[src/rtl/enc_pkg.sv]
// enc_pkg: shared widths and one-hot/binary helpers for the decoder_2x4 / encoder family
package enc_pkg;
  localparam int N_DEF = 4;
  localparam int W_DEF = $clog2(N_DEF);
  function automatic logic [W_DEF-1:0] onehot2bin(input logic [N_DEF-1:0] oh);
    onehot2bin = '0;
    for (int i = 0; i < N_DEF; i++) if (oh[i]) onehot2bin = W_DEF'(i);
  endfunction
  function automatic logic [N_DEF-1:0] bin2onehot(input logic [W_DEF-1:0] b);
    return N_DEF'(1) << b;
  endfunction
endpackage

[src/rtl/enc_prio_sel.sv]
// enc_prio_sel: picks the first set candidate walking from i_start (ascending or descending, wrapping)
module enc_prio_sel
  import enc_pkg::*;
#(
  parameter int N = N_DEF,
  parameter int W = $clog2(N),
  parameter bit ASC = 1'b0
) (
  input  logic [N-1:0] i_cand,
  input  logic [W-1:0] i_start,
  output logic [W-1:0] o_sel,
  output logic         o_any
);
  logic [W-1:0] w_idx [N];
  for (genvar g = 0; g < N; g++) begin : g_idx
    assign w_idx[g] = ASC ? i_start + W'(g) : i_start - W'(g);
  end
  // walk farthest-first so the closest hit to i_start overrides
  always_comb begin
    o_sel = i_start;
    for (int i = N - 1; i >= 0; i--) if (i_cand[w_idx[i]]) o_sel = w_idx[i];
  end
  assign o_any = |i_cand;
endmodule

[src/rtl/encoder_4x2_arb.sv]
// encoder_4x2_arb: pending-flag request encoder issuing binary codes on valid/ready; ROUND_ROBIN_EN selects rotating priority
module encoder_4x2_arb
  import enc_pkg::*;
#(
  parameter int N = N_DEF,
  parameter int W = $clog2(N)
) (
  input  logic         clk,
  input  logic         rst,
  input  logic         en,
  input  logic [N-1:0] din,
  output logic [W-1:0] dout,
  output logic         dout_valid,
  input  logic         dout_ready,
  output logic [N-1:0] pending,
  output logic         coalesce,
  input  logic         clr_err
);
  logic [N-1:0] r_pending;
  logic [W-1:0] r_dout;
  logic         r_valid;
  logic         r_coal;
  logic [N-1:0] w_req;
  logic [N-1:0] w_cand;
  logic [W-1:0] w_sel;
  logic [W-1:0] w_start;
  logic         w_any;
  logic         w_load;
  logic         w_dup;
  assign w_req  = en ? din : '0;
  assign w_cand = r_pending | w_req;
  assign w_load = !r_valid || dout_ready;
  assign w_dup  = |(w_req & r_pending) || (r_valid && !dout_ready && w_req[r_dout]);
`ifdef ROUND_ROBIN_EN
  logic [W-1:0] r_rr_ptr;
  assign w_start = r_rr_ptr + 1'b1;
  // pointer remembers the last code loaded so the next search starts past it
  always_ff @(posedge clk or posedge rst)
    if (rst) r_rr_ptr <= W'(N - 1);
    else if (w_load && w_any) r_rr_ptr <= w_sel;
  enc_prio_sel #(.N(N), .W(W), .ASC(1'b1)) u_sel (
    .i_cand(w_cand), .i_start(w_start), .o_sel(w_sel), .o_any(w_any)
  );
`else
  assign w_start = W'(N - 1);
  enc_prio_sel #(.N(N), .W(W), .ASC(1'b0)) u_sel (
    .i_cand(w_cand), .i_start(w_start), .o_sel(w_sel), .o_any(w_any)
  );
`endif
  // output slot reloads whenever it is empty or being consumed; otherwise requests accumulate
  always_ff @(posedge clk or posedge rst)
    if (rst) begin
      r_dout    <= '0;
      r_valid   <= 1'b0;
      r_pending <= '0;
      r_coal    <= 1'b0;
    end else begin
      if (w_load && w_any) begin
        r_dout    <= w_sel;
        r_valid   <= 1'b1;
        r_pending <= w_cand & ~(N'(1) << w_sel);
      end else if (w_load) begin
        r_valid   <= 1'b0;
        r_pending <= '0;
      end else r_pending <= w_cand;
      r_coal <= w_dup ? 1'b1 : clr_err ? 1'b0 : r_coal;
    end
  assign dout       = r_dout;
  assign dout_valid = r_valid;
  assign pending    = r_pending;
  assign coalesce   = r_coal;
endmodule

[config.mk]
export PLATFORM = sky130hd
export DESIGN_NAME = encoder_4x2_arb
export DESIGN_NICKNAME = d
export VERILOG_FILES = /design/src/rtl/enc_pkg.sv /design/src/rtl/enc_prio_sel.sv /design/src/rtl/encoder_4x2_arb.sv
export SDC_FILE = /design/constraint.sdc
export NUM_CORES = 1
export LEC_CHECK = 0
export CORE_AREA = 2 2 39 41
export CTS_CLUSTER_DIAMETER = 50
export DETAILED_ROUTE_END_ITERATION = 7
export DIE_AREA = 0 0 41 43
export SLEW_MARGIN = 20
export SYNTH_ARGS = -nofsm -noshare
export SYNTH_HDL_FRONTEND = slang
export SYNTH_SLANG_ARGS = --single-unit
[constraint.sdc]
create_clock -name clk -period 3.6 [get_ports clk]
set_input_delay 0.54 -clock clk [delete_from_list [all_inputs] [get_ports clk]]
set_output_delay 0.54 -clock clk [all_outputs]
set_load 0.01 [all_outputs]
==> flow_metrics.env, run 1 <==
export IMPL_status="complete, no violations"
export IMPL_synth_most_common_cell="dfrtp_1"
export IMPL_worstSkewPairLatency_ns=0.26
export IMPL_n_antenna_cell=0
export IMPL_grt_max_degree=12
export IMPL_setup_viol=0
export IMPL_via_count=404
export IMPL_fin_skew_ns=0.00528
export IMPL_path_buf_inv=1
export IMPL_placed_cell_area_um2=582
export IMPL_synth_xor_area_frac=0
export IMPL_power_density_mw_per_mm2=455
export IMPL_fp_row_count=14
export IMPL_grt_usage=0.135
export IMPL_synth_seq_cells=8
export IMPL_synth_edf_count=0
export IMPL_critPathArrivalTime_ns=1.24
export IMPL_dr_wl_met2_um=420
export IMPL_antenna_found_initial=0
export IMPL_fin_nets=70
export IMPL_core_area_mm2=0.00138
export IMPL_synth_nets=50
export IMPL_cts_resized_gates=0
export IMPL_hpwlAfterDp_um=729
export IMPL_synthArstFlopShare=1.00
export IMPL_reg2reg_from="dout[1]"
export IMPL_syn_area_um2=407
export IMPL_grt_pass1_wl_um=1520
export IMPL_period_needed_ns=1.78
export IMPL_ios=17
export IMPL_layout_setup_ws_ns=1.82
export IMPL_synth_common_cells="dfrtp_1 (8), a21oi_1 (7), inv_1 (3), o21ai_0 (3)"
export IMPL_path_class="reg -> out"
export IMPL_cts_htree_levels=1
export IMPL_dieArea_mm2=0.00176
export IMPL_p_leak_nw=0.248
export IMPL_ys_seq_area_frac=0.492
export IMPL_start_kind="flop"
export IMPL_grt_pass1_vias=373
export IMPL_synth_flop_cell="dfrtp_1"
export IMPL_fin_tns_setup_ns=0
export IMPL_yosys_area_share_adder=0
export IMPL_max_freq_ghz=0.561
export IMPL_cp_slowest_stage_delay_ns=0.56
export IMPL_netlist_top_cells_area="dfrtp_1 (49%), a21oi_1 (8.6%), mux4_2 (5.5%), o21ai_0 (3.7%), nor2b_1 (3.1%)"
export IMPL_cp_max_fo=5
export IMPL_place_gp_congestion=0.750
export IMPL_min_period_over_period=0.495
export IMPL_synth_area_per_cell_um2=9.92
export IMPL_max_cap_violations=0
export IMPL_synthMuxAreaShare=0.0554
export IMPL_dp_slack_ns=1.55
export IMPL_yosys_area_top_type="dfrtp_1"
export IMPL_top_layer_used="met4"
export IMPL_synthSimpleGateAreaFrac=0.120
export IMPL_synth_compound_area_frac=0.292
export IMPL_final_area_um2=604
export IMPL_ir_drop_mv=0.152
export IMPL_setup_worst_path_start="pending[1]"
export IMPL_hold_viol=0
export IMPL_cts_tree="done"
export IMPL_synth_cell_type_count=21
export IMPL_hold_buffers=0
export IMPL_slew_violations=0
export IMPL_path_clk_slew_ns=0.06
export IMPL_fin_util=0.437
export IMPL_rsz0062_at_grt="false"
export IMPL_first_iter_violations=17
export IMPL_synth_top_area_frac=0.492
export IMPL_area_delta_synth_final_pct=48.6
export IMPL_wirelength_um=962
export IMPL_drive_above_1_share=0.0847
export IMPL_ant_nets=0
export IMPL_synth_warnings=0
export IMPL_clk_path_buf_depth=2
export IMPL_wl_met3_um=84
export IMPL_worstMarginPinSlew_ns=0.395
export IMPL_path_cells="clkdlybuf4s50_1"
export IMPL_start_util=0.294
export IMPL_endpoint_kind="output pin"
export IMPL_cts_made_buffers=3
export IMPL_die_h_um=43
export IMPL_postCtsSetupBuffers=0
export IMPL_cp_data_required_time_ns=3.06
export IMPL_grt_overflow=0
export IMPL_hold_class="in -> async"
export IMPL_worst_path_dominant_cell_family="buffers and inverters"
export IMPL_drtPass1Iterations=4
export IMPL_synth_cells=41
export IMPL_drt_met1_wl_um=414
export IMPL_cp_slowest_cell="clkdlybuf4s50_1"
export IMPL_clock_sinks=8
export IMPL_via_per_inst=5.39
export IMPL_synth_top_family_by_area="compound AO/OA/AOI/OAI gates"
export IMPL_io_buffers=16
export IMPL_relSlewSlack=0.735
export IMPL_die_w_um=41
export IMPL_routedWlPerCell_um=12.8
export IMPL_ctsRootBufferMaster="clkbuf_4"
export IMPL_drcViolationCount=0
through the flow:
| stage | instances | hold slack (ns) | power [mW] |
|---|---|---|---|
| after CTS | 75 | 0.535 | 0.276 |
| after global routing | 75 | 0.579 | 0.289 |
| after floorplan | 41 | 0.356 | 0.158 |
| after global placement | 72 | 0.558 | 0.205 |
| after detailed placement | 72 | 0.540 | 0.205 |
| final | 75 | 0.521 | 0.275 |
routing by layer:
layer	track usage	vias to the layer above
met2	0.184	21
li1	-	195
met5	0	-
met1	0.167	183
met4	0.120	0
met3	0.0314	5
logic make-up after synthesis:
group	Yosys count
AO/OA/AOI/OAI	19
buffers and inverters	4
flip-flops	8
multiplexers	1
AND/OR/NAND/NOR	9
registers in the layout, summed over array words and instances (netlist names):
register	flops
dout_valid	1
dout	2
coalesce	1
pending	4
final timing paths:
check                              to  cells after the start  slack (ns)
min in group clk              dout[0]                      1        0.55
min                        dout_valid                      2        0.52
min reg2reg                   dout[0]                      1        0.55
max in group asynchronous  pending[2]                      2        2.84
max                        pending[1]                      1        1.82
max reg2reg                  coalesce                      3        2.16
final cells by class:
type / count / area, um^2
inverters: 3 / 11.3
clock buffers: 3 / 22.5
flip-flops and latches: 8 / 200
repair buffers: 16 / 160
fillers: 140 / 779
multi-input cells: 29 / 190
well taps: 16 / 20.0
cell usage in the layout (no fill, tap or decap), drive strengths merged:
cell type,instances
o22ai,1
a21oi,7
nand4,1
inv,3
a222oi,1
clkdlybuf4s50,16
o21a,1
nor2b,2
nor2,2
o21ai,4
a311oi,1
nor3,2
mux4,1
clkbuf,3
and3,1
nand2b,1
a31o,1
dfrtp,8
a21o,1
a31oi,1
a22o,1
power by group:
group	internal [mW]	switching (mW)	total [mW]
clock	0.0384	0.0342	0.0726
sequential	0.104	0.0139	0.118
combinational	0.0502	0.0345	0.0847
total	0.192	0.0826	0.275
(Power assumes the default switching activity.)
==> run 2, diff against run 1 <==
==> constraint.sdc (replaced) <==
create_clock -name clk -period 1.81 [get_ports clk]
set_input_delay 0.2715 -clock clk [delete_from_list [all_inputs] [get_ports clk]]
set_output_delay 0.2715 -clock clk [all_outputs]
set_load 0.01 [all_outputs]
==> run 2 against run 1 <==
Compared with the run above:
- core utilization increased by 2.7 points
- via count increased by 4.2%
- hold slack worse by 0.25 ns
- total power grew 100%
- clock skew decreased by 0.0028 ns
- cell area up 6.2%
- first-iteration DRC count fell by 35%
- non-clock buffer count increased by 5
- cell count grew 6.7%
- critical path type is now in -> reg
==> flow_metrics.env, run 2 (synthesized netlist as in run 1, its figures left out) <==
export IMPL_power_density_mw_per_mm2=869
export IMPL_ant_nets=0
export IMPL_ctsRootBufferMaster="clkbuf_4"
export IMPL_min_period_over_period=0.846
export IMPL_largest_reg_flops=4
export IMPL_cp_data_required_time_ns=1.94
export IMPL_endpoint_kind="flop"
export IMPL_cp_slowest_cell="mux4_2"
export IMPL_drcViolationCount=0
export IMPL_routedWlPerCell_um=12.8
export IMPL_fin_skew_ns=0.00246
export IMPL_grt_max_degree=12
export IMPL_place_gp_congestion=0.760
export IMPL_die_w_um=41
export IMPL_cts_made_buffers=3
export IMPL_p_clk_frac=0.256
export IMPL_swShare=0.297
export IMPL_start_kind="input pin"
export IMPL_die_h_um=43
export IMPL_cp_max_fo=4
export IMPL_ios=17
export IMPL_via_count=421
export IMPL_cp_slowest_stage_delay_ns=0.48
export IMPL_grt_overflow=0
export IMPL_n_antenna_cell=0
export IMPL_fp_row_count=14
export IMPL_power_switching_mw=0.166
export IMPL_path_clk_slew_ns=0.06
export IMPL_clock_sinks=8
export IMPL_period_needed_ns=1.53
export IMPL_path_cells="clkdlybuf4s50_1 > mux4_2 > a222oi_1 > o21ai_1"
export IMPL_ir_drop_mv=0.382
export IMPL_slew_violations=0
export IMPL_multi_input_comb_area_um2=190
export IMPL_path_class="in -> reg"
export IMPL_core_area_mm2=0.00138
export IMPL_drive_above_1_share=0.156
export IMPL_cts_resized_gates=0
export IMPL_hold_viol=0
export IMPL_max_cap_violations=0
export IMPL_wirelength_um=1020
export IMPL_worstSkewPairLatency_ns=0.26
export IMPL_cts_tree="done"
export IMPL_clk_path_buf_depth=2
export IMPL_grt_usage=0.144
export IMPL_via_per_inst=5.26
export IMPL_seq_area_um2=200
export IMPL_area_delta_synth_final_pct=57.8
export IMPL_fin_util=0.464
export IMPL_start_util=0.294
export IMPL_rsz0062_at_grt="false"
export IMPL_max_freq_ghz=0.653
export IMPL_setup_viol=0
export IMPL_fin_nets=75
export IMPL_antenna_found_initial=0
export IMPL_drtPass1Iterations=4
export IMPL_postCtsSetupBuffers=0
export IMPL_grt_pass1_wl_um=1640
export IMPL_relSlewSlack=0.747
export IMPL_nFillCells=147
export IMPL_critPathArrivalTime_ns=1.66
export IMPL_hold_class="in -> async"
export IMPL_hpwlAfterDp_um=788
export IMPL_dieArea_mm2=0.00176
export IMPL_final_cell_mix="clkdlybuf4s50_1 (16), dfrtp_1 (8), a21oi_1 (7)"
export IMPL_hold_buffers=0
export IMPL_cts_htree_levels=1
export IMPL_worstMarginPinSlew_ns=0.376
export IMPL_p_leak_nw=0.272
export IMPL_intPower_mw=0.392
export IMPL_first_iter_violations=11
export IMPL_seqPwrFrac=0.419
export IMPL_status="complete, no violations"
export IMPL_fin_tns_setup_ns=0
export IMPL_io_buffers=16
export IMPL_p_comb_frac=0.325
export IMPL_hold_slack_ns=0.267
export IMPL_grt_pass1_vias=397
export IMPL_final_common_cell="clkdlybuf4s50_1"
==> run 2: worst max-delay path, delay by kind of cell <==
kind	cells	cell delay [ns]
compound gates	2	0.45
buf+inv	1	0.46
mux	1	0.48
==> run 2: through the flow <==
step                      power, mW  worst slack (ns)  std cells  area (um^2)
final                         0.557             0.279         80          642
after floorplan               0.315             0.397         41          407
after global routing          0.600             0.244         80          642
after detailed placement      0.419            0.0326         77          619
after CTS                     0.566             0.292         80          642
after global placement        0.420             0.101         77          619
==> run 2: layer usage <==
| layer | GRT usage | vias up | part of all wire |
|---|---|---|---|
| li1 | - | 204 | - |
| met1 | 0.189 | 199 | 0.46 |
| met2 | 0.191 | 15 | 0.46 |
| met3 | 0.0471 | 3 | 0.059 |
| met4 | 0.100 | 0 | 0.022 |
| met5 | 0 | - | 0 |
==> run 2: final timing paths <==
kind                       depth (start not counted)        to  slack, ns  startpoint
max                                                4  coalesce       0.28      din[0]
min                                                2   dout[0]       0.27         rst
max reg2reg                                        3  coalesce       0.34     dout[1]
min reg2reg                                        1   dout[0]       0.56     dout[0]
max in group asynchronous                          2  coalesce       1.30         rst
min in group clk                                   1   dout[0]       0.56     dout[0]
==> run 2: power by group through the flow <==
| stage | Sequential (mW) | Combinational (mW) | Clock, mW |
|---|---|---|---|
| global route | 0.239 | 0.197 | 0.163 |
| floorplan | 0.246 | 0.0689 | 0 |
| global placement | 0.238 | 0.183 | 0 |
| finish | 0.234 | 0.181 | 0.143 |
| detailed placement | 0.237 | 0.182 | 0 |
| CTS | 0.234 | 0.183 | 0.149 |
==> run 2: area by class of cell <==
type                            instances  share of cell area
Inverter                                3              0.0175
Tap cell                               16              0.0312
Timing Repair Buffer                   21               0.308
Multi-Input combinational cell         29               0.296
Clock buffer                            3              0.0351
Sequential cell                         8               0.312
